<file path="config.mk">
export PLATFORM = sky130hd
export DESIGN_NAME = adc_pulse_pattern_gen
export DESIGN_NICKNAME = d
export VERILOG_FILES = /design/src/rtl/adc_pulse_pattern_gen.sv
export SDC_FILE = /design/constraint.sdc
export NUM_CORES = 1
export LEC_CHECK = 0
export ABC_AREA = 1
export BUFFER_PORTS_ARGS = -buffer_cell sky130_fd_sc_hd__clkbuf_2
export CAP_MARGIN = 15
export CORE_MARGIN = 1.5
export CORE_UTILIZATION = 40
export DETAILED_ROUTE_END_ITERATION = 8
export PLACE_DENSITY = 0.61
export SYNTH_ARGS = -nofsm -noshare
export SYNTH_HDL_FRONTEND = slang
export SYNTH_SLANG_ARGS = --single-unit
</file>
<file path="constraint.sdc">
create_clock -name clk -period 6 [get_ports clk]
set_input_delay 0.9 -clock clk [delete_from_list [all_inputs] [get_ports clk]]
set_output_delay 0.9 -clock clk [all_outputs]
set_load 0.01 [all_outputs]
</file>
<file path="src/rtl/adc_pulse_pattern_gen.sv">
// adc_pulse_pattern_gen: synthetic three-channel ADC source emitting pulse A, B, C at programmed spacing.
// Define PULSE_GEN_NOISE_EN to add LFSR dither of -8..+7 to every sample.
module adc_pulse_pattern_gen #(
  parameter int ADC_DATA_WIDTH = 16,
  parameter int CNT_WIDTH      = 32
) (
  input  logic                          clk,
  input  logic                          rstn,
  input  logic                          gen_enable,
  input  logic                          gen_start,
  input  logic                          gen_repeat,
  input  logic signed [ADC_DATA_WIDTH-1:0] baseline,
  input  logic signed [ADC_DATA_WIDTH-1:0] amp_a,
  input  logic signed [ADC_DATA_WIDTH-1:0] amp_b,
  input  logic signed [ADC_DATA_WIDTH-1:0] amp_c,
  input  logic [CNT_WIDTH-1:0]          arm_dly,
  input  logic [CNT_WIDTH-1:0]          pulse_width,
  input  logic [CNT_WIDTH-1:0]          gap_ab,
  input  logic [CNT_WIDTH-1:0]          gap_bc,
  output logic [2*ADC_DATA_WIDTH-1:0]   adc_data_a,
  output logic [2*ADC_DATA_WIDTH-1:0]   adc_data_b,
  output logic [2*ADC_DATA_WIDTH-1:0]   adc_data_c,
  output logic                          adc_valid_a,
  output logic                          adc_valid_b,
  output logic                          adc_valid_c,
  output logic                          mark_a,
  output logic                          mark_b,
  output logic                          mark_c,
  output logic                          busy,
  output logic [15:0]                   seq_count
);
  localparam int DW   = ADC_DATA_WIDTH;
  localparam int SMAX = 2 ** (DW - 1) - 1;
  localparam int SMIN = -(2 ** (DW - 1));
  typedef enum logic [2:0] {S_IDLE, S_ARM, S_PA, S_GAB, S_PB, S_GBC, S_PC, S_DONE} state_t;
  state_t r_state, w_next;
  logic [CNT_WIDTH-1:0] r_cnt, w_cnt, r_arm, r_pw, r_gab, r_gbc, w_wm1;
  logic signed [DW-1:0] r_base, r_amp_a, r_amp_b, r_amp_c, w_base;
  logic signed [DW+1:0] w_noise, w_sum_0, w_sum_a, w_sum_b, w_sum_c;
  logic w_load;

  function automatic logic [DW-1:0] sat(input logic signed [DW+1:0] v);
    return (v > SMAX) ? DW'(SMAX) : (v < SMIN) ? DW'(SMIN) : v[DW-1:0];
  endfunction

`ifdef PULSE_GEN_NOISE_EN
  logic [15:0] r_lfsr;
  always_ff @(posedge clk or negedge rstn)
    if (!rstn) r_lfsr <= 16'hACE1;
    else r_lfsr <= {r_lfsr[14:0], r_lfsr[15] ^ r_lfsr[13] ^ r_lfsr[12] ^ r_lfsr[10]};
  assign w_noise = {{(DW - 2){r_lfsr[3]}}, r_lfsr[3:0]};
`else
  assign w_noise = '0;
`endif

  // the sample leaving on the start edge already belongs to the newly latched config
  assign w_load  = (r_state == S_IDLE) && (w_next == S_ARM);
  assign w_base  = w_load ? baseline : r_base;
  assign w_sum_0 = w_base + w_noise;
  assign w_sum_a = w_sum_0 + r_amp_a;
  assign w_sum_b = w_sum_0 + r_amp_b;
  assign w_sum_c = w_sum_0 + r_amp_c;
  assign w_wm1   = (r_pw == '0) ? '0 : r_pw - CNT_WIDTH'(1);

  // counter holds remaining cycles minus one; a zero gap bypasses its state entirely
  always_comb begin
    w_next = r_state;
    w_cnt  = r_cnt - CNT_WIDTH'(1);
    case (r_state)
      S_IDLE: if (gen_start) begin w_next = S_ARM; w_cnt = arm_dly; end
      S_ARM:  if (r_cnt == '0) begin w_next = S_PA; w_cnt = w_wm1; end
      S_PA:   if (r_cnt == '0) begin
        w_next = (r_gab == '0) ? S_PB : S_GAB;
        w_cnt  = (r_gab == '0) ? w_wm1 : r_gab - CNT_WIDTH'(1);
      end
      S_GAB:  if (r_cnt == '0) begin w_next = S_PB; w_cnt = w_wm1; end
      S_PB:   if (r_cnt == '0) begin
        w_next = (r_gbc == '0) ? S_PC : S_GBC;
        w_cnt  = (r_gbc == '0) ? w_wm1 : r_gbc - CNT_WIDTH'(1);
      end
      S_GBC:  if (r_cnt == '0) begin w_next = S_PC; w_cnt = w_wm1; end
      S_PC:   if (r_cnt == '0) begin w_next = S_DONE; w_cnt = '0; end
      S_DONE: begin w_next = gen_repeat ? S_ARM : S_IDLE; w_cnt = r_arm; end
      default: w_next = S_IDLE;
    endcase
    if (!gen_enable) w_next = S_IDLE;
  end

  always_ff @(posedge clk or negedge rstn) begin
    if (!rstn) begin
      r_state     <= S_IDLE;
      r_cnt       <= '0;
      r_arm       <= '0;
      r_pw        <= '0;
      r_gab       <= '0;
      r_gbc       <= '0;
      r_base      <= '0;
      r_amp_a     <= '0;
      r_amp_b     <= '0;
      r_amp_c     <= '0;
      adc_data_a  <= '0;
      adc_data_b  <= '0;
      adc_data_c  <= '0;
      adc_valid_a <= 1'b0;
      adc_valid_b <= 1'b0;
      adc_valid_c <= 1'b0;
      mark_a      <= 1'b0;
      mark_b      <= 1'b0;
      mark_c      <= 1'b0;
      busy        <= 1'b0;
      seq_count   <= '0;
    end else begin
      r_state <= w_next;
      r_cnt   <= w_cnt;
      if (w_load) begin
        r_arm   <= arm_dly;
        r_pw    <= pulse_width;
        r_gab   <= gap_ab;
        r_gbc   <= gap_bc;
        r_base  <= baseline;
        r_amp_a <= amp_a;
        r_amp_b <= amp_b;
        r_amp_c <= amp_c;
      end
      adc_data_a  <= {2{(w_next == S_PA) ? sat(w_sum_a) : sat(w_sum_0)}};
      adc_data_b  <= {2{(w_next == S_PB) ? sat(w_sum_b) : sat(w_sum_0)}};
      adc_data_c  <= {2{(w_next == S_PC) ? sat(w_sum_c) : sat(w_sum_0)}};
      adc_valid_a <= gen_enable;
      adc_valid_b <= gen_enable;
      adc_valid_c <= gen_enable;
      mark_a      <= w_next == S_PA;
      mark_b      <= w_next == S_PB;
      mark_c      <= w_next == S_PC;
      busy        <= w_next != S_IDLE;
      seq_count   <= seq_count + 16'(w_next == S_DONE);
    end
  end
endmodule

</file>
### Yosys cells after proc, flatten, opt, wreduce, memory -nomap -nowiden

Cells that the tools add are included.

| word-level totals | value |
|---|---|
| bits in registers | 344 |
| latch bits | 0 |
| RAM bits | 0 |
| memory bits (read-only) | 0 |
| bits of input ports | 197 |
| word-level logic and storage cells | 88 |
| memories kept | 0 |

| operators by class | value |
|---|---|
| $add $sub $neg | 8 |
| multipliers | 0 |
| divide/modulo/power cells | 0 |
| $lt $le $gt $ge | 8 |
| equality and inequality tests | 12 |
| shifts and indexed selects | 0 |
| muxes and demuxes | 33 |
| bitwise logic cells | 0 |
| reduce and logical (&&, ||, !) cells | 8 |

Operators by type and width:

| kind | number |
|---|---|
| 32-bit 2-to-1 mux | 8 |
| 16-bit 2-to-1 mux | 12 |
| 32-bit one-hot mux with 6 select lines | 1 |
| 32-bit zero test | 4 |
| 32-bit by 1-bit subtractor with 32-bit output, second input constant | 4 |
| 16-bit by 16-bit adder with 17-bit output | 3 |
| 17-bit by 16-bit greater-than comparator with 1-bit output, second input constant | 3 |
| 17-bit by 16-bit less-than comparator with 1-bit output, second input constant | 3 |
| 3-bit 2-to-1 mux | 9 |
| 3-bit one-hot mux with 8 select lines | 1 |
| 3-bit equality test, second input constant | 7 |
| 16-bit by 1-bit adder with 16-bit output | 1 |
| 16-bit greater-than comparator, second input constant | 1 |
| 16-bit less-than comparator, second input constant | 1 |
| 3-bit by 2-bit equality test with 1-bit output, second input constant | 3 |
| 3-bit by 1-bit equality test with 1-bit output, second input constant | 2 |
| 3-bit zero test | 1 |
| 3-bit nonzero test | 1 |
| 3-bit OR reduction | 1 |
| 2-bit 2-to-1 mux | 1 |
| 1-bit logical AND | 1 |
| 1-bit 2-to-1 mux | 1 |

### Depth between registers and ports, before layout

Gate-level depths: netlist of run 1.

| depth | value |
|---|---|
| depth after elaboration | 13 |
| depth in mapped cells | 25 |

### Worst setup path after synthesis of run 1

OpenSTA, ideal clock, no wires.

| timing path | value |
|---|---|
| path kind | input to register |
| start point | input gen_start |
| end point | register adc_data_a[19] |
| data arrival time | 3,577 ps |
| data required time | 5,934 ps |
| slack | 2,356 ps |
| cell stages on the path | 20 |
| path buffers | 2 |
| cells stage by stage | nand3_1 -> buf_2 -> o21ai_1 -> inv_1 -> fa_1 -> nand3b_1 -> nand2_1 -> nand2_1 -> nand2_1 -> nand2_1 -> nand2_1 -> nand2_1 -> nand2_1 -> inv_1 -> nand2_1 -> clkbuf_1 -> nand2_1 -> nand2_1 -> nand4_1 -> nand2_1 |

| between the ends | value |
|---|---|
| cells in the longest elaborated chain, start to end | 11 |
| elaborated cells on any way between the ends | 17 |

Ends and longest elaborated chain:

| what | RTL line | text |
|---|---|---|
| start: declaration | 10 | `input logic gen_start,` |
| 3-bit 2-to-1 mux (*) | 70 | `S_IDLE: if (gen_start) begin w_next = S_ARM; w_cnt = arm_dly; end` |
| 3-bit one-hot mux with 8 select lines (*) | 69 | `case (r_state)` |
| 3-bit 2-to-1 mux (*) | 86 | `if (!gen_enable) w_next = S_IDLE;` |
| 3-bit by 1-bit equality test with 1-bit output (*) | 57 | `assign w_load = (r_state == S_IDLE) && (w_next == S_ARM);` |
| 1-bit logical AND (*) | 57 |  |
| 16-bit 2-to-1 mux (*) | n/a |  |
| named net w_base[1] | 38 | `logic signed [DW-1:0] r_base, r_amp_a, r_amp_b, r_amp_c, w_base;` |
| 16-bit by 16-bit adder with 17-bit output | 60 | `assign w_sum_a = w_sum_0 + r_amp_a;` |
| 17-bit by 16-bit less-than comparator with 1-bit output | 43 | `return (v > SMAX) ? DW'(SMAX) : (v < SMIN) ? DW'(SMIN) : v[DW-1:0];` |
| 16-bit 2-to-1 mux (2 in a row) | 43 |  |
| 16-bit 2-to-1 mux (*) | 125 | `adc_data_a <= {2{(w_next == S_PA) ? sat(w_sum_a) : sat(w_sum_0)}};` |
| end signal: assignment | 125 |  |
| end: declaration | 20 | `output logic [2*ADC_DATA_WIDTH-1:0] adc_data_a,` |

Mark *: on every way through the listed nets, which the timed path passes. The rest lies on a longest branch.
A chain may end at the register's enable or synchronous reset.

### Worst setup path in the final report of run 1

| timing path | value |
|---|---|
| start point | register r_cnt[0] |
| end point | register seq_count[15] |

| between the ends | value |
|---|---|
| cells in the longest elaborated chain, start to end | 6 |
| elaborated cells on any way between the ends | 11 |

Ends and longest elaborated chain:

| what | RTL line | text |
|---|---|---|
| start: declaration | 37 | `logic [CNT_WIDTH-1:0] r_cnt, w_cnt, r_arm, r_pw, r_gab, r_gbc, w_wm1;` |
| start signal: assignment | 114 | `r_cnt <= w_cnt;` |
| 32-bit zero test (*) | n/a |  |
| 3-bit 2-to-1 mux, or another cell as far along | 82 | `S_PC: if (r_cnt == '0) begin w_next = S_DONE; w_cnt = '0; end` |
| 3-bit one-hot mux with 8 select lines (*) | 69 |  |
| 3-bit 2-to-1 mux (*) | 86 |  |
| 3-bit equality test (*) | 135 | `seq_count <= seq_count + 16'(w_next == S_DONE);` |
| 16-bit by 1-bit adder with 16-bit output (*) | 135 |  |
| end signal: assignment | 135 |  |
| end: declaration | 30 | `output logic [15:0] seq_count` |

Mark *: on every way between the ends. The rest lies on a longest branch, timed or not.

==> load_flow_metrics.sql, run 1 <==
INSERT INTO impl_metrics (metric_group, metric, value, unit) VALUES
('timing', 'setup_total_negative_slack', '0', 'ns'),
('pwr', 'power-per-cell-area', '348', 'mW/mm^2'),
('cts', 'cts_tree', 'yes', ''),
('placement', 'postPlaceCellArea', '0.0221', 'sq mm'),
('critical_path', 'path_max_fanout', '19', ''),
('run_status', 'status', 'completed', ''),
('route', 'vias_per_cell', '5.29', ''),
('floorplan', 'floorplan.rows', '82', ''),
('cts', 'hold_bufs_at_cts', '0', ''),
('cts', 'cts_post_setup_buffers_inserted', '0', ''),
('cts', 'clock_path_buffers', '3', ''),
('pwr', 'p_sw_share', '40.2', '%'),
('cts', 'cts.reportedPaths.clkPinSlew', '0.06', 'ns'),
('route', 'final_wirelength', '72600', 'microns'),
('floorplan', 'start_util', '40.5', '%'),
('timing', 'drv_slew', '0', ''),
('timing', 'timing.slew.headroom', '29.5', '%'),
('route', 'dr_total_vias', '19400', ''),
('critical_path', 'timing.reg2reg.worst_path_depth', '21', ''),
('cells_and_area', 'num-nets-final', '3229', ''),
('timing', 'finalCritPeriodShare', '80.4', '%'),
('global_routing', 'antenna_found_initial', '0', ''),
('global_routing', 'grt_remaining_overflow', '0', ''),
('synth', 'postSynth.asyncResetShare', '100', '%'),
('route', 'count_of_nets_left_with_antenna_violations_after_detail_routing', '0', ''),
('pwr', 'pwr-share-seq', '33.9', '%'),
('cells_and_area', 'share_of_cells_above_drive_strength_1', '19.3', '%'),
('critical_path', 'critPathRequiredTime', '6.44', 'ns'),
('placement', 'buffer_ports.inserted', '315', ''),
('synth', 'syn-mean-instance-area', '7.40', 'sq um'),
('synth', 'netlist-cell-type-count', '48', ''),
('synth', 'synthesis.yosys.warnings', '0', ''),
('worst_hold_path', 'min-delay-path-class', 'input pin to async pin', ''),
('timing', 'hold_violations', '0', ''),
('cts', 'htreeDepth', '2', ''),
('pwr', 'internal-power', '4.86', 'mW'),
('critical_path', 'cp-start-kind', 'flop', ''),
('cts', 'cts_sinks', '296', ''),
('cts', 'ctsResizeCount', '0', ''),
('global_routing', 'groute.usage.overall', '27.9', '%'),
('run', 'max_cap_violations', '0', ''),
('synth', 'synth-seq-cells', '296', ''),
('synth', 'postSynthCellCount', '2732', ''),
('timing', 'rsz0062_at_grt', 'no', ''),
('pwr', 'vdd_drop_max', '0.225', 'mV'),
('pwr', 'share_clk_of_total_power', '28.6', '%'),
('placement', 'gp_routability_congestion', '1.01', ''),
('floorplan', 'chipHeight', '228', 'microns'),
('route', 'drt_first_pass_iters', '5', ''),
('floorplan', 'floorplan.io_pins', '316', ''),
('synth', 'sequential_to_total_area_share_from_yosys_stat', '36.6', '%'),
('synth', 'post_synthesis_cell_area', '0.0202', 'sq mm'),
('critical_path', 'setup.worst_path.class', 'flop to flop', ''),
('synth', 'synth-edff-count', '0', ''),
('placement', 'dp.final_hpwl', '56800', 'microns'),
('pwr', 'switching_power', '3.27', 'mW'),
('floorplan', 'core_region_area', '0.0500', 'sq mm'),
('timing', 'worst-slew-pin-transition', '1.06', 'ns'),
('pwr', 'power.static_leakage', '11.7', 'nW'),
('timing', 'clock-skew-final', '0.0195', 'ns'),
('timing', 'min_period', '4.82', 'ns'),
('route', 'avgRoutedWirePerCell', '19.8', 'microns'),
('synth', 'yosys_most_used_dff', 'dfrtp_1', ''),
('global_routing', 'grt_max_degree', '146', ''),
('floorplan', 'die-width', '228', 'microns'),
('timing', 'fmaxAchievable', '207', 'MHz'),
('pwr', 'pwr-share-comb', '37.5', '%'),
('cells_and_area', 'finalInstanceArea', '0.0233', 'sq mm'),
('cts', 'clk_latency', '0.56', 'ns'),
('route', 'drtIter0Drc', '1486', ''),
('critical_path', 'cp.arrival', '5.27', 'ns'),
('synth', 'postSynthNetCount', '2988', ''),
('cells_and_area', 'antenna_cells', '0', ''),
('floorplan', 'die-area', '0.0519', 'sq mm'),
('cells_and_area', 'layout-area-overhead-vs-synth', '15.4', '%'),
('critical_path', 'cp-end-kind', 'flop', ''),
('timing', 'setup-violations-final', '0', ''),
('cts', 'cts_buffers', '37', ''),
('global_routing', 'first_global_vias', '19000', ''),
('global_routing', 'global_route_wire_length_before_repair', '113000', 'microns'),
('cts', 'cts.root.buffer_cell', 'clkbuf_16', ''),
('route', 'drc', '0', '');
cells in the mapped netlist, types with 3 or more instances:
cell type,count,area [sq um]
nand2_1,758,2850
nor2_1,332,1250
dfrtp_1,296,7410
inv_1,246,923
nand3_1,198,991
a21oi_1,131,656
mux2_2,125,1410
xor2_1,102,893
nand4_1,91,569
o21ai_0,80,400
buf_4,56,420
ha_1,56,701
clkbuf_1,42,158
nor3_1,33,165
nor2_2,23,144
xnor2_1,23,201
o211ai_1,22,165
buf_2,19,95.1
buf_1,10,37.5
nand3b_1,10,75.1
o21bai_1,7,52.6
or2_2,7,43.8
nor2_4,6,67.6
a22oi_1,5,37.5
inv_2,5,18.8
nand2_2,5,31.3
nand3_4,4,70.1
a21o_1,3,22.5
buf_6,3,33.8
fa_1,3,60.1
nand2_4,3,33.8
nand3_2,3,30.0
o21ai_1,3,15.0
layout make-up:
type,count,area [sq um]
Clock buffer,48,1010
Clock inverter,17,243
Fill cell,5100,26600
Inverter,252,946
Multi-Input combinational cell,2054,11100
Sequential cell,296,7410
Tap cell,672,841
Timing Repair Buffer,332,1760
sequential cells by signal, indices dropped and copies added, names as in the netlist:
signal / flops
adc_data_a: 16
adc_data_b: 16
adc_data_c: 16
adc_valid_c: 1
busy: 1
mark_a: 1
mark_b: 1
mark_c: 1
r_amp_a: 16
r_amp_b: 16
r_amp_c: 16
r_arm: 32
r_base: 16
r_cnt: 32
r_gab: 32
r_gbc: 32
r_pw: 32
r_state: 3
seq_count: 16
per-layer routing:
layer  vias to the layer above  part of all wire, %  track usage [%]
met1                      9304                   45             38.1
li1                       9325                    -                -
met4                         0                  3.4             9.56
met3                       114                  6.0             4.05
met2                       669                   46             45.2
met5                         -                    0                0
cell usage in the layout, fill, tap and decap left out, types with 4 or more instances in the layout:
| master | count |
|---|---|
| nand3_4 | 5 |
| inv_1 | 246 |
| inv_2 | 5 |
| nor3_1 | 33 |
| inv_6 | 4 |
| ha_1 | 56 |
| mux2_2 | 125 |
| nor2_1 | 331 |
| o21ai_0 | 80 |
| nand2_2 | 5 |
| bufinv_16 | 5 |
| o211ai_1 | 22 |
| clkbuf_1 | 7 |
| clkbuf_2 | 314 |
| xor2_1 | 102 |
| clkbuf_8 | 4 |
| o21bai_1 | 7 |
| buf_4 | 14 |
| nand3_1 | 197 |
| xnor2_1 | 23 |
| or2_2 | 7 |
| nor2_2 | 24 |
| clkbuf_16 | 37 |
| nand3b_1 | 10 |
| dfrtp_1 | 296 |
| nand4_1 | 91 |
| nor2_4 | 6 |
| a21oi_1 | 131 |
| a22oi_1 | 5 |
| nand2_1 | 758 |
worst paths after layout:
| check | from | to | slack [ns] |
|---|---|---|---|
| worst max-delay path | r_cnt[0]$_DFF_PN0_ | seq_count[15]$_DFF_PN0_ | 1.18 |
| worst min-delay path | rstn | r_pw[14]$_DFFE_PN0N_ | 0.19 |
| worst max register to register | r_cnt[0]$_DFF_PN0_ | seq_count[15]$_DFF_PN0_ | 1.18 |
| worst min register to register | r_arm[12]$_DFFE_PN0N_ | r_arm[12]$_DFFE_PN0N_ | 0.49 |
| max in group asynchronous | rstn | adc_data_b[29]$_DFF_PN0_ | 4.70 |
| min in group clk | r_arm[12]$_DFFE_PN0N_ | r_arm[12]$_DFFE_PN0N_ | 0.49 |
power groups by stage:
stage          combinational, mW  sequential (mW)  clock (mW)
4_1_cts                     3.01             2.76        2.38
2_1_floorplan               2.15             2.65           0
3_3_place_gp                3.00             2.78           0
3_5_place_dp                2.99             2.78           0
5_1_grt                     3.40             2.80        2.46
6_report                    3.05             2.76        2.33
metrics by stage:
step	hold slack, ns	cells	utilization (%)	setup slack [ns]	power, mW
final	0.190	3671	46.7	1.18	8.13
after global routing	0.187	3671	46.7	0.626	8.67
after CTS	0.175	3670	46.7	1.15	8.15
after detailed placement	0.476	3605	44.2	1.20	5.77
after global placement	0.470	3605	44.2	1.22	5.78
after floorplan	0.453	2732	-	2.36	4.80
cells by family (layout without fill, tap and decap cells):
logic type / Yosys count / count (layout) / share of synthesized area, %
compound gates: 264 / 264 / 7.23
xor+xnor: 125 / 125 / 5.42
fa+ha+maj: 59 / 59 / 3.76
buf+inv: 382 / 649 / 8.36
flops: 296 / 296 / 36.6
mux: 125 / 125 / 6.96
simple gates: 1481 / 1481 / 31.6
critical path: stages (launching register included):
cell,delay (ns)
dfrtp_1,0.39
inv_1,0.14
ha_1,0.25
nand2_1,0.07
nor2_1,0.11
nand2_1,0.12
nor2_2,0.58
nand4_1,0.23
nand3_2,0.18
o21ai_4,0.20
nor3_1,0.51
ha_1,0.28
nand3_1,0.12
nor3_1,0.29
nand3_1,0.17
nor3_1,0.28
nand3_1,0.16
or2_2,0.32
nor2_1,0.13
nand2_1,0.06
nand2_1,0.05
nand2_1,0.04
Power figures use the tool's default switching activity.
==> run 2: changes to the inputs <==
clock period = 5.05 ns   (was 6 ns; I/O delays follow)
==> run 2 against run 1 <==
Compared with the run above:
- clock skew up 0.011 ns
- clock power up 24%
- global-route usage down 0.057 points
- critical path type unchanged
- combinational power up 20%
- total power up 20%
- sequential power up 18%
- register-to-register slack worse by 0.43 ns
- highest routed layer is now met5
- count of clock-buffer cells in the layout up 3
- utilization up 0.20 points
- sequential share of layout area down 0.14 points
- non-clock buffer count up 5
==> load_flow_metrics.sql, run 2 (synthesized netlist as in run 1, its figures left out) <==
INSERT INTO impl_metrics (metric_group, metric, value, unit) VALUES
('floorplan', 'core_region_area', '0.0500', 'sq mm'),
('pwr', 'power.static_leakage', '11.8', 'nW'),
('cts', 'clock_path_buffers', '3', ''),
('critical_path', 'critPathTopFamily', 'simple AND/OR/NAND/NOR gates', ''),
('floorplan', 'die-width', '228', 'microns'),
('timing', 'setup-violations-final', '0', ''),
('pwr', 'p_sw_share', '39.9', '%'),
('cells_and_area', 'antenna_cells', '0', ''),
('timing', 'fmaxAchievable', '232', 'MHz'),
('cells_and_area', 'final_util', '46.9', '%'),
('route', 'final_wirelength', '73200', 'microns'),
('timing', 'rsz0062_at_grt', 'no', ''),
('critical_path', 'critical_path.reg2reg.startpoint', 'r_gbc[0]$_DFFE_PN0N_', ''),
('route', 'drtIter0Drc', '1618', ''),
('timing', 'timing.slew.headroom', '37.5', '%'),
('route', 'drt_first_pass_iters', '6', ''),
('cells_and_area', 'number_of_standard_cells_in_the_final_layout_excluding_fillers', '3676', ''),
('critical_path', 'cp.arrival', '4.75', 'ns'),
('timing', 'fin_hold_ws', '0.225', 'ns'),
('global_routing', 'grt_max_degree', '92', ''),
('cts', 'hold_bufs_at_cts', '0', ''),
('cts', 'cts.root.buffer_cell', 'clkbuf_16', ''),
('run_status', 'status', 'completed', ''),
('floorplan', 'die-area', '0.0519', 'sq mm'),
('route', 'count_of_nets_left_with_antenna_violations_after_detail_routing', '0', ''),
('route', 'drc', '0', ''),
('critical_path', 'cp-end-kind', 'flop', ''),
('pwr', 'share_clk_of_total_power', '29.4', '%'),
('cells_and_area', 'num-nets-final', '3233', ''),
('pwr', 'pwr-share-seq', '33.2', '%'),
('cts', 'cts.reportedPaths.clkPinSlew', '0.07', 'ns'),
('critical_path', 'crit_buf_inv', '2', ''),
('timing', 'worst-slew-pin-transition', '0.936', 'ns'),
('floorplan', 'start_util', '40.5', '%'),
('cts', 'cts_buffers', '36', ''),
('critical_path', 'setup.worst_path.class', 'flop to flop', ''),
('floorplan', 'floorplan.rows', '82', ''),
('cts', 'ctsResizeCount', '0', ''),
('timing', 'setup_total_negative_slack', '0', 'ns'),
('placement', 'dp.final_hpwl', '57200', 'microns'),
('timing', 'hold_violations', '0', ''),
('pwr', 'internal-power', '5.89', 'mW'),
('cells_and_area', 'share_of_cells_above_drive_strength_1', '19.5', '%'),
('critical_path', 'sequence_of_cells_on_the_critical_path', 'inv_1, ha_1, nand2_2, inv_1, nand2_1, nor2_1, nand2_1, nand2_1, nand3_1, nand3_2, o21ai_4, nor3_1, ha_1, nand3_1, nor3_1, nand3_1, nor3_1, nand3_1, or2_2, nor2_1, nand2_1, nand2_1, nand2_1', ''),
('worst_hold_path', 'min-delay-path-class', 'input pin to async pin', ''),
('timing', 'finalCritPeriodShare', '85.2', '%'),
('global_routing', 'grt_remaining_overflow', '0', ''),
('cells_and_area', 'leading_cell_type_in_the_layout_fill_and_taps_excluded', 'nand2_1', ''),
('cts', 'cts_post_setup_buffers_inserted', '0', ''),
('placement', 'buffer_ports.inserted', '315', ''),
('critical_path', 'slowest_stage', 'nor3_1', ''),
('critical_path', 'worst_setup_sp', 'r_gbc[0]$_DFFE_PN0N_', ''),
('placement', 'place_inst', '3610', ''),
('timing', 'min_period', '4.30', 'ns'),
('floorplan', 'floorplan.io_pins', '316', ''),
('route', 'avgRoutedWirePerCell', '19.9', 'microns'),
('run', 'max_cap_violations', '0', ''),
('critical_path', 'cp-start-kind', 'flop', ''),
('critical_path', 'critPathRequiredTime', '5.50', 'ns'),
('critical_path', 'cpMostUsedCell', 'nand2_1', ''),
('cts', 'cts_tree', 'yes', ''),
('global_routing', 'antenna_found_initial', '1', ''),
('placement', 'gp_routability_congestion', '0.956', ''),
('timing', 'clock-skew-final', '0.0308', 'ns'),
('global_routing', 'groute.usage.overall', '27.9', '%'),
('pwr', 'pwr-share-comb', '37.4', '%'),
('global_routing', 'first_global_vias', '18900', ''),
('cells_and_area', 'mostFrequentLayoutCells', 'nand2_1, nor2_1, clkbuf_2', ''),
('timing', 'drv_slew', '0', ''),
('route', 'vias_per_cell', '5.29', ''),
('cts', 'cts_sinks', '296', ''),
('cts', 'clk_latency', '0.58', 'ns'),
('pwr', 'switching_power', '3.90', 'mW'),
('floorplan', 'chipHeight', '228', 'microns'),
('cells_and_area', 'layout-area-overhead-vs-synth', '15.9', '%'),
('critical_path', 'cp_slowest_stage_delay', '0.41', 'ns'),
('pwr', 'vdd_drop_max', '0.241', 'mV'),
('route', 'dr_total_vias', '19400', ''),
('global_routing', 'global_route_wire_length_before_repair', '112000', 'microns'),
('cts', 'htreeDepth', '2', ''),
('pwr', 'power-per-cell-area', '418', 'mW/mm^2'),
('critical_path', 'path_max_fanout', '19', '');
-- run 2: cell count changes in the layout (fill, tap and decap cells not counted), sizes merged --
cell | before | now
bufinv | 5 | 6
buf | 18 | 23
clkinv | 5 | 6
clkbuf | 362 | 365
clkinvlp | 3 | 0
inv | 256 | 254
-- run 2: path summary, 6_finish.rpt --
path	end	slack, ns	depth (start not counted)
setup / recovery	seq_count[15]$_DFF_PN0_	0.75	23
hold / removal	r_pw[4]$_DFFE_PN0N_	0.22	1
setup reg to reg	seq_count[15]$_DFF_PN0_	0.75	23
hold reg to reg	r_arm[24]$_DFFE_PN0N_	0.49	2
max in group asynchronous	mark_c$_DFF_PN0_	3.82	2
min in group clk	r_amp_b[14]$_DFFE_PN0N_	0.41	2
-- run 2: per-stage QoR --
step | power [mW] | instance area [sq um] | worst slack (ns)
floorplan | 5.71 | 20200 | 1.50
CTS | 9.81 | 23400 | 0.705
global route | 10.4 | 23400 | 0.387
finish | 9.79 | 23400 | 0.747
global placement | 6.86 | 22100 | 0.727
detailed placement | 6.88 | 22100 | 0.719
-- run 2: layer usage --
layer	wire [microns]	global-route usage, %
met4	2350	9.35
met2	34100	46.1
met3	4040	3.35
met1	32600	37.7
met5	12	0
-- run 2: cell type report --
type / instances / area, sq um
Clock buffer: 51 / 1070
Sequential cell: 296 / 7410
Inverter: 252 / 946
Clock inverter: 14 / 231
Tap cell: 672 / 841
Multi-Input combinational cell: 2054 / 11100
Fill cell: 5023 / 26500
Timing Repair Buffer: 337 / 1810
-- run 2: power groups by stage --
| stage | Combinational, mW | Clock [mW] | Sequential, mW |
|---|---|---|---|
| after floorplan | 2.56 | 0 | 3.15 |
| after global placement | 3.59 | 0 | 3.28 |
| after detailed placement | 3.60 | 0 | 3.28 |
| after CTS | 3.63 | 2.93 | 3.24 |
| after global routing | 4.07 | 3.03 | 3.30 |
| final | 3.66 | 2.88 | 3.25 |
==> run 3: changes to the inputs <==
PLACE_DENSITY = unset   (was 0.61)
PLACE_DENSITY_LB_ADDON = 0.25   (was unset)
==> run 3 against run 2 <==
Compared with the run above:
- critical path depth decreased by 3
- sequential cell count unchanged
- combinational power is 1% lower
- design area shrank 0.27%
- via count about the same
- count of clock-buffer cells in the layout rose by 3
- sequential share of layout area increased by 0.085 points
- routed wire length fell by 0.81%
- clock skew down 0.0073 ns
- critical path type unchanged
- highest routed layer unchanged
==> load_flow_metrics.sql, run 3 (synthesized netlist as in run 1, its figures left out) <==
INSERT INTO impl_metrics (metric_group, metric, value, unit) VALUES
('cts', 'cts_sinks', '296', ''),
('route', 'final_wirelength', '72600', 'microns'),
('route', 'count_of_nets_left_with_antenna_violations_after_detail_routing', '0', ''),
('cts', 'cts_post_setup_buffers_inserted', '0', ''),
('floorplan', 'floorplan.io_pins', '316', ''),
('cells_and_area', 'finalInstanceArea', '0.0234', 'sq mm'),
('cts', 'clk_latency', '0.57', 'ns'),
('cells_and_area', 'fillers', '5053', ''),
('critical_path', 'setup.worst_path.class', 'flop to flop', ''),
('critical_path', 'crit_buf_inv', '0', ''),
('critical_path', 'cp-end-kind', 'flop', ''),
('timing', 'clock-skew-final', '0.0235', 'ns'),
('cts', 'cts_buffers', '36', ''),
('critical_path', 'worst-path-stages', '20', ''),
('route', 'drtIter0Drc', '1427', ''),
('floorplan', 'die-area', '0.0519', 'sq mm'),
('pwr', 'pwr-share-seq', '34.0', '%'),
('critical_path', 'critPathTopFamily', 'simple AND/OR/NAND/NOR gates', ''),
('cts', 'cts.root.buffer_cell', 'clkbuf_16', ''),
('timing', 'rsz0062_at_grt', 'no', ''),
('pwr', 'pwr-share-comb', '37.7', '%'),
('critical_path', 'cp.arrival', '4.73', 'ns'),
('placement', 'gp_routability_congestion', '0.954', ''),
('floorplan', 'die-width', '228', 'microns'),
('critical_path', 'slowest_stage', 'nor2_2', ''),
('placement', 'postPlaceCellArea', '0.0221', 'sq mm'),
('worst_hold_path', 'min-delay-path-class', 'input pin to async pin', ''),
('critical_path', 'critPathRequiredTime', '5.49', 'ns'),
('critical_path', 'timing.reg2reg.worst_path_depth', '20', ''),
('critical_path', 'cp-start-kind', 'flop', ''),
('route', 'avgRoutedWirePerCell', '19.7', 'microns'),
('placement', 'dp.final_hpwl', '56900', 'microns'),
('timing', 'fmaxAchievable', '233', 'MHz'),
('placement', 'buffer_ports.inserted', '315', ''),
('global_routing', 'global_route_wire_length_before_repair', '113000', 'microns'),
('route', 'dr_total_vias', '19400', ''),
('cells_and_area', 'final_util', '46.8', '%'),
('cells_and_area', 'num-nets-final', '3235', ''),
('pwr', 'power-per-cell-area', '409', 'mW/mm^2'),
('cells_and_area', 'antenna_cells', '0', ''),
('global_routing', 'grt_remaining_overflow', '0', ''),
('pwr', 'internal-power', '5.73', 'mW'),
('timing', 'timing.slew.headroom', '37.7', '%'),
('cells_and_area', 'mostFrequentLayoutCells', 'nand2_1, nor2_1, clkbuf_2', ''),
('global_routing', 'first_global_vias', '19600', ''),
('cts', 'cts_tree', 'yes', ''),
('floorplan', 'floorplan.rows', '82', ''),
('global_routing', 'antenna_found_initial', '4', ''),
('floorplan', 'core_region_area', '0.0500', 'sq mm'),
('pwr', 'total_power_of_the_final_layout', '9.56', 'mW'),
('global_routing', 'groute.usage.overall', '28.0', '%'),
('timing', 'setup_total_negative_slack', '0', 'ns'),
('timing', 'setup-violations-final', '0', ''),
('route', 'drt_first_pass_iters', '5', ''),
('timing', 'finalCritPeriodShare', '84.9', '%'),
('timing', 'worst-slew-pin-transition', '0.932', 'ns'),
('floorplan', 'chipHeight', '228', 'microns'),
('cts', 'ctsResizeCount', '0', ''),
('route', 'vias_per_cell', '5.28', ''),
('cts', 'hold_bufs_at_cts', '0', ''),
('run_status', 'status', 'completed', ''),
('cells_and_area', 'share_of_cells_above_drive_strength_1', '19.6', '%'),
('route', 'drc', '0', ''),
('pwr', 'share_clk_of_total_power', '28.2', '%'),
('timing', 'drv_slew', '0', ''),
('global_routing', 'grt_max_degree', '103', ''),
('critical_path', 'path_max_fanout', '19', ''),
('run', 'max_cap_violations', '0', ''),
('timing', 'hold_violations', '0', ''),
('cells_and_area', 'seq_area', '0.00741', 'sq mm'),
('pwr', 'switching_power', '3.84', 'mW'),
('critical_path', 'cpMostUsedCell', 'nand2_1', ''),
('floorplan', 'start_util', '40.5', '%'),
('timing', 'min_period', '4.29', 'ns'),
('cts', 'cts.reportedPaths.clkPinSlew', '0.06', 'ns'),
('cells_and_area', 'layout-area-overhead-vs-synth', '15.6', '%'),
('pwr', 'power.static_leakage', '11.7', 'nW'),
('cts', 'clock_path_buffers', '3', ''),
('pwr', 'p_sw_share', '40.1', '%'),
('critical_path', 'sequence_of_cells_on_the_critical_path', 'nor2_2, nand2_1, nor2_4, nand2_1, nor2_2, nand4_1, nand3_2, o21ai_4, nor3_1, ha_1, nand3_1, nor3_1, nand3_1, nor3_1, nand3_1, or2_2, nor2_1, nand2_1, nand2_1, nand2_1', ''),
('cells_and_area', 'multiInputGateArea', '0.0111', 'sq mm'),
('cells_and_area', 'leading_cell_type_in_the_layout_fill_and_taps_excluded', 'nand2_1', ''),
('pwr', 'vdd_drop_max', '0.272', 'mV'),
('critical_path', 'cp_slowest_stage_delay', '0.49', 'ns'),
('cts', 'htreeDepth', '2', '');
==> run 3: cell types whose count changed in the layout (fill, tap and decap cells not counted), sizes merged <==
cell / delta
bufinv: -4
buf: +2
clkinv: +2
clkbuf: +3
inv: -3
clkinvlp: +2
==> run 3: routing by layer <==
layer,wire length [microns],GRT usage [%],part of all wire (%)
met5,52,0,0.072
met4,2630,10.2,3.6
met3,3830,3.95,5.3
met2,34600,47.5,48
met1,31400,36.1,43
==> run 3: worst paths after layout <==
check / start / to / slack [ns]
max: r_cnt[12]$_DFF_PN0_ / seq_count[15]$_DFF_PN0_ / 0.76
min: rstn / r_pw[14]$_DFFE_PN0N_ / 0.25
max reg2reg: r_cnt[12]$_DFF_PN0_ / seq_count[15]$_DFF_PN0_ / 0.76
min reg2reg: r_arm[15]$_DFFE_PN0N_ / r_arm[15]$_DFFE_PN0N_ / 0.49
max in group asynchronous: rstn / r_base[3]$_DFF_PN0_ / 3.54
min in group clk: amp_c[14] / r_amp_c[14]$_DFFE_PN0N_ / 0.43
==> run 3: through the flow <==
stage | setup slack [ns] | hold WS, ns | instances
detailed placement | 0.722 | 0.481 | 3612
floorplan | 1.50 | 0.453 | 2732
global placement | 0.758 | 0.471 | 3612
CTS | 0.686 | 0.293 | 3677
finish | 0.762 | 0.252 | 3678
global route | 0.277 | 0.324 | 3678
==> run 3: final cells by class <==
class | instances | area share, %
clock buffers | 54 | 4.75
clock inverters | 11 | 0.519
inverters | 252 | 4.05
multi-input cells | 2054 | 47.6
flip-flops and latches | 296 | 31.7
well taps | 672 | 3.60
repair buffers | 339 | 7.75
==> run 3: power by group through the flow <==
stage / clock [mW] / combinational [mW] / sequential (mW)
6_report: 2.70 / 3.61 / 3.25
5_1_grt: 2.86 / 4.04 / 3.30
4_1_cts: 2.77 / 3.59 / 3.25
3_5_place_dp: 0 / 3.57 / 3.28
3_3_place_gp: 0 / 3.57 / 3.27
2_1_floorplan: 0 / 2.56 / 3.15
